$ cat src/rtl/load_align_unit.sv
// rtl/load_align_unit.sv - registered load formatter: byte/half/word extract, extend, optional two-beat merge
// Optional feature macro: LS_UNALIGNED_EN (word-crossing loads merged from two memory beats).
module load_align_unit #(
   parameter int DATA_W = 32,
   parameter int OFF_W  = 2
) (
   input  logic              clk,
   input  logic              reset_n,
   input  logic              req_valid,
   output logic              req_ready,
   input  logic [1:0]        req_size,
   input  logic              req_signed,
   input  logic [OFF_W-1:0]  req_off,
   output logic              mem_req,
   output logic              mem_second,
   input  logic              mem_valid,
   input  logic [DATA_W-1:0] mem_rdata,
   output logic              out_valid,
   input  logic              out_ready,
   output logic [DATA_W-1:0] out_data,
   output logic              out_err
);

   localparam logic [1:0] S_IDLE  = 2'd0;
   localparam logic [1:0] S_BEAT0 = 2'd1;
   localparam logic [1:0] S_BEAT1 = 2'd2;
   localparam logic [1:0] S_DONE  = 2'd3;

   localparam logic [OFF_W:0] BYTES = (OFF_W+1)'(DATA_W/8);

   function automatic logic [OFF_W:0] nb_of(input logic [1:0] sz);
      case (sz)
         2'b01:   nb_of = (OFF_W+1)'(2);
         2'b10:   nb_of = (OFF_W+1)'(1);
         default: nb_of = BYTES;
      endcase
   endfunction

   function automatic logic [DATA_W-1:0] fmt(input logic [2*DATA_W-1:0] pair,
                                             input logic [1:0] sz, input logic sgn,
                                             input logic [OFF_W-1:0] off);
      logic [2*DATA_W-1:0] sh;
      sh = pair >> {off, 3'b000};
      case (sz)
         2'b10:   fmt = {{(DATA_W-8){sgn & sh[7]}}, sh[7:0]};
         2'b01:   fmt = {{(DATA_W-16){sgn & sh[15]}}, sh[15:0]};
         default: fmt = sh[DATA_W-1:0];
      endcase
   endfunction

   logic [1:0]        state_q, state_d;
   logic              first_q, first_d;
   logic [1:0]        size_q, size_d;
   logic              signed_q, signed_d;
   logic [OFF_W-1:0]  off_q, off_d;
   logic [DATA_W-1:0] data_q, data_d;
   logic              err_q, err_d;
   logic              req_err;
`ifdef LS_UNALIGNED_EN
   logic [DATA_W-1:0] lo_q, lo_d;
   logic              cross;

   assign cross   = ({1'b0, off_q} + nb_of(size_q)) > BYTES;
   assign req_err = (req_size == 2'b11);
`else
   logic [OFF_W:0] req_nb;

   assign req_nb  = nb_of(req_size);
   assign req_err = (req_size == 2'b11) | (({1'b0, req_off} & (req_nb - 1'b1)) != '0);
`endif

   always_comb begin
      state_d  = state_q;
      first_d  = first_q;
      size_d   = size_q;
      signed_d = signed_q;
      off_d    = off_q;
      data_d   = data_q;
      err_d    = err_q;
`ifdef LS_UNALIGNED_EN
      lo_d     = lo_q;
`endif
      case (state_q)
         S_IDLE: begin
            if (req_valid) begin
               size_d   = req_size;
               signed_d = req_signed;
               off_d    = req_off;
               if (req_err) begin
                  err_d   = 1'b1;
                  data_d  = '0;
                  state_d = S_DONE;
               end else begin
                  first_d = 1'b1;
                  state_d = S_BEAT0;
               end
            end
         end
         // The mem_req cycle of each beat never samples mem_valid.
         S_BEAT0: begin
            if (first_q) begin
               first_d = 1'b0;
            end else if (mem_valid) begin
`ifdef LS_UNALIGNED_EN
               lo_d = mem_rdata;
               if (cross) begin
                  first_d = 1'b1;
                  state_d = S_BEAT1;
               end else begin
`else
               begin
`endif
                  data_d  = fmt({{DATA_W{1'b0}}, mem_rdata}, size_q, signed_q, off_q);
                  state_d = S_DONE;
               end
            end
         end
`ifdef LS_UNALIGNED_EN
         S_BEAT1: begin
            if (first_q) begin
               first_d = 1'b0;
            end else if (mem_valid) begin
               data_d  = fmt({mem_rdata, lo_q}, size_q, signed_q, off_q);
               state_d = S_DONE;
            end
         end
`endif
         S_DONE: begin
            if (out_ready) begin
               data_d  = '0;
               err_d   = 1'b0;
               state_d = S_IDLE;
            end
         end
         default: state_d = S_IDLE;
      endcase
   end

   always_ff @(posedge clk or negedge reset_n) begin
      if (!reset_n) begin
         state_q  <= S_IDLE;
         first_q  <= 1'b0;
         size_q   <= '0;
         signed_q <= 1'b0;
         off_q    <= '0;
         data_q   <= '0;
         err_q    <= 1'b0;
`ifdef LS_UNALIGNED_EN
         lo_q     <= '0;
`endif
      end else begin
         state_q  <= state_d;
         first_q  <= first_d;
         size_q   <= size_d;
         signed_q <= signed_d;
         off_q    <= off_d;
         data_q   <= data_d;
         err_q    <= err_d;
`ifdef LS_UNALIGNED_EN
         lo_q     <= lo_d;
`endif
      end
   end

   assign req_ready = (state_q == S_IDLE);
   assign out_valid = (state_q == S_DONE);
   assign out_data  = data_q;
   assign out_err   = err_q;
   assign mem_req   = first_q & ((state_q == S_BEAT0) | (state_q == S_BEAT1));
`ifdef LS_UNALIGNED_EN
   assign mem_second = first_q & (state_q == S_BEAT1);
`else
   assign mem_second = 1'b0;
`endif

endmodule

$ cat config.mk
export PLATFORM = sky130hd
export DESIGN_NAME = load_align_unit
export DESIGN_NICKNAME = d
export VERILOG_FILES = /design/src/rtl/load_align_unit.sv
export SDC_FILE = /design/constraint.sdc
export NUM_CORES = 1
export LEC_CHECK = 0
export BUFFER_PORTS_ARGS = -buffer_cell sky130_fd_sc_hd__buf_2
export CELL_PAD_IN_SITES_DETAIL_PLACEMENT = 0
export CELL_PAD_IN_SITES_GLOBAL_PLACEMENT = 2
export CORE_UTILIZATION = 31
export DETAILED_ROUTE_END_ITERATION = 16
export PLACE_DENSITY_LB_ADDON = 0.2
export SYNTH_ARGS = -nofsm -noshare
export SYNTH_HDL_FRONTEND = slang
export SYNTH_SLANG_ARGS = --single-unit
$ cat constraint.sdc
create_clock -name clk -period 2.2 [get_ports clk]
set_input_delay 0.44 -clock clk [delete_from_list [all_inputs] [get_ports clk]]
set_output_delay 0.44 -clock clk [all_outputs]
set_load 0.05 [all_outputs]
==> summary.md <==
| Metric | Value |
|---|---|
| Clock Tree Root | `clkbuf_8` |
| M1 GR Usage | `0.235` |
| Pin count of the biggest net entering global routing | `42` |
| Unique masters post-synth | `36` |
| Synth async-reset ratio | `1.00` |
| Diode count | `0` |
| Clock buffer depth | `2` |
| Max incr delay on CP | `0.42 ns` |
| Mapped Area | `2280 um2` |
| M2 GR Usage | `0.235` |
| Gr usage total | `0.157` |
| DRC | `0` |
| Yosys reg bits | `41` |
| Initial antenna violation count | `0` |
| DR vias | `1801` |
| Power Density | `1310 nW/um2` |
| CP required | `2.37 ns` |
| Clock-pin slew on the worst setup and hold paths | `0.08 ns` |
| Die Height | `87.9 um` |
| WS Path Type | `register to register` |
| RSZ-0062 raised after global routing | `no` |
| Hold crit path type | `primary input to async pin` |
| Worst Tran Pin Value | `0.527 ns` |
| Sequential element share of the synthesized area | `0.449` |
| RePlAce Congestion | `0.720` |
| Layout cells sized above 1 | `0.448` |
| Post-Syn Nets | `243` |
| M3 GR Usage | `0.0320` |
| Die Wd | `87.9 um` |
| PortBufs | `77` |
| Tcrit/Tclk final | `0.910` |
| Cells after Synth | `193` |
| Outcome | `complete, no violations` |
| Routed wire per std cell | `15.5 um` |
| VDD IR-drop max | `0.596 mV` |
| Max cap viols | `0` |
| Grt ovf | `0` |
| Final Max Tran Viols | `0` |
| Vias in the first global route | `1769` |
| Worst r2r src | `state_q[0]$_DFFE_PN0P_` |
| Worst Setup SP | `state_q[0]$_DFFE_PN0P_` |
| Maximum fanout along the worst path | `25` |
| Peak Freq | `0.499 GHz` |
| Die Area | `7720 um2` |
| H-tree depth | `2` |
| First-pass GRT wire length | `9200 um` |
| Ys Warns | `0` |
| Cts repair resizes | `0` |
| Total CTS buffers | `5` |
| WP data arrival | `2.17 ns` |
| Most frequent cells in the layout | `buf_2, dfrtp_1, mux2_2` |
| Synthesized area per cell | `11.8 um2` |
| Power Total | `0.00380 W` |
| Ports | `79` |
| Commonest non-fill, non-tap cell in the layout | `buf_2` |
| DRT antenna net count | `0` |
| GR peak layer | `met1` |
| Worst skew pair latency | `0.29 ns` |
| Synth Flop Type | `dfrtp_1` |
| Post-Route WL | `5820 um` |
| Min Tclk post-route | `2.00 ns` |
| Setup crit start kind | `register` |
| Nets | `328` |
| Skew final | `0.00918 ns` |
| Setup Viol. Count Final | `0` |
| Initial Util | `0.329` |
| FP Rows | `30` |
| Layout area overhead | `27.4%` |
| DRT iter0 DRCs | `82` |
| Pleak | `1.49 nW` |
| Final TNS setup | `0 ns` |
| Slowest-stage cell, CP | `dfrtp_1` |
| Design area | `2910 um2` |
| Placed Instance Area | `2810 um2` |
| Core Footprint | `6940 um2` |
| Vias per inst | `4.80` |
| TritonRoute pass-1 iters | `4` |
| Num Clock Sinks | `41` |
| Worst Setup End Kind | `register` |
| CTS tree | `yes` |
| Number of enable flip-flop cells after synthesis | `0` |
| Worst rel slew slack | `0.648` |
| Final HPWL DP | `4500 um` |
| Cell Chain, Critical Path | `ha_2 > nor2b_1 > a21o_1 > a21oi_1 > nand3b_1 > buf_4 > a221o_1` |
| Final Hold Viols | `0` |
[synthesized netlist by cell type (2+ instances only)]
library cell | n | area share
o21ai_0 | 10 | 0.022
clkbuf_1 | 4 | 0.0066
inv_1 | 8 | 0.013
nand2_1 | 16 | 0.026
a221o_1 | 16 | 0.070
a21oi_1 | 3 | 0.0066
o2bb2ai_1 | 9 | 0.035
o32a_1 | 2 | 0.0088
a22o_1 | 7 | 0.027
buf_6 | 2 | 0.0099
dfrtp_1 | 41 | 0.45
nor2_1 | 4 | 0.0066
mux2i_1 | 10 | 0.044
nand3b_1 | 2 | 0.0066
a221oi_1 | 8 | 0.031
ha_1 | 8 | 0.044
mux2_2 | 20 | 0.099
buf_2 | 2 | 0.0044
nand2b_1 | 3 | 0.0082
buf_4 | 2 | 0.0066
[per-layer routing]
layer | part of all wire | routed length (um) | vias to the layer above
met3 | 0.047 | 274 | 2
met5 | 0 | 0 | -
met2 | 0.44 | 2540 | 55
met4 | 0.0045 | 26 | 0
li1 | - | - | 906
met1 | 0.51 | 2970 | 838
[path summary, 6_finish.rpt]
path / slack, ns / to / depth (start not counted)
worst max-delay path: 0.20 / out_data[23]$_DFFE_PN0P_ / 7
worst min-delay path: 0.21 / off_q[1]$_DFFE_PN0P_ / 2
worst max register to register: 0.20 / out_data[23]$_DFFE_PN0P_ / 7
worst min register to register: 0.51 / out_data[13]$_DFFE_PN0P_ / 1
max in group asynchronous: 1.64 / out_data[3]$_DFFE_PN0P_ / 2
min in group clk: 0.39 / signed_q$_DFFE_PN0P_ / 2
[state kept, by name, summed over array words and instances, names as in the netlist]
name / count
out_err: 1
state_q: 2
off_q: 2
size_q: 2
first_q: 1
out_data: 32
signed_q: 1
[cells by family after synthesis]
kind of cell / synth area share
other cells: 0.00164
flops: 0.449
mux: 0.152
fa+ha+maj: 0.0438
simple gates: 0.0964
buf+inv: 0.0422
compound gates: 0.215
[metrics by stage]
| stage | utilization | setup slack (ns) | hold WS, ns | cells |
|---|---|---|---|---|
| final | 0.419 | 0.198 | 0.208 | 375 |
| after global routing | 0.419 | 0.0674 | 0.260 | 375 |
| after CTS | 0.416 | 0.0645 | 0.230 | 374 |
| after detailed placement | 0.405 | 0.0841 | 0.481 | 366 |
| after global placement | 0.405 | 0.108 | 0.494 | 366 |
| after floorplan | - | 0.0567 | 0.144 | 193 |
[area by class of cell]
cell class	instances	area (um2)
repair buffers	89	488
clock inverters	2	10.0
flip-flops and latches	41	1030
well taps	96	120
inverters	8	30.0
multi-input cells	133	1160
clock buffers	6	72.6
fillers	694	4030
[report_power, final]
group | total, W | switching (W) | leakage (nW) | internal [W]
logic | 0.00227 | 0.00145 | 0.894 | 0.000823
registers | 0.00107 | 0.000129 | 0.551 | 0.000939
clock network | 0.000468 | 0.000248 | 0.0450 | 0.000220
total | 0.00380 | 0.00182 | 1.49 | 0.00198
[worst max-delay path: cells and delay by family (launching register included)]
family | cells | cell delay [ns]
AO/OA/AOI/OAI | 3 | 0.75
adder cells (fa/ha/maj) | 1 | 0.21
buffers and inverters | 1 | 0.23
flip-flops | 1 | 0.42
AND/OR/NAND/NOR | 2 | 0.27
[repair_timing]
item | 4_1_cts | 5_1_grt
hold buffers | 0 | 0
endpoints found under the setup margin | 0 | 16
buffers inserted | 0 | 1
hold endpoints to repair | 0 | 0
(Power assumes the default switching activity.)
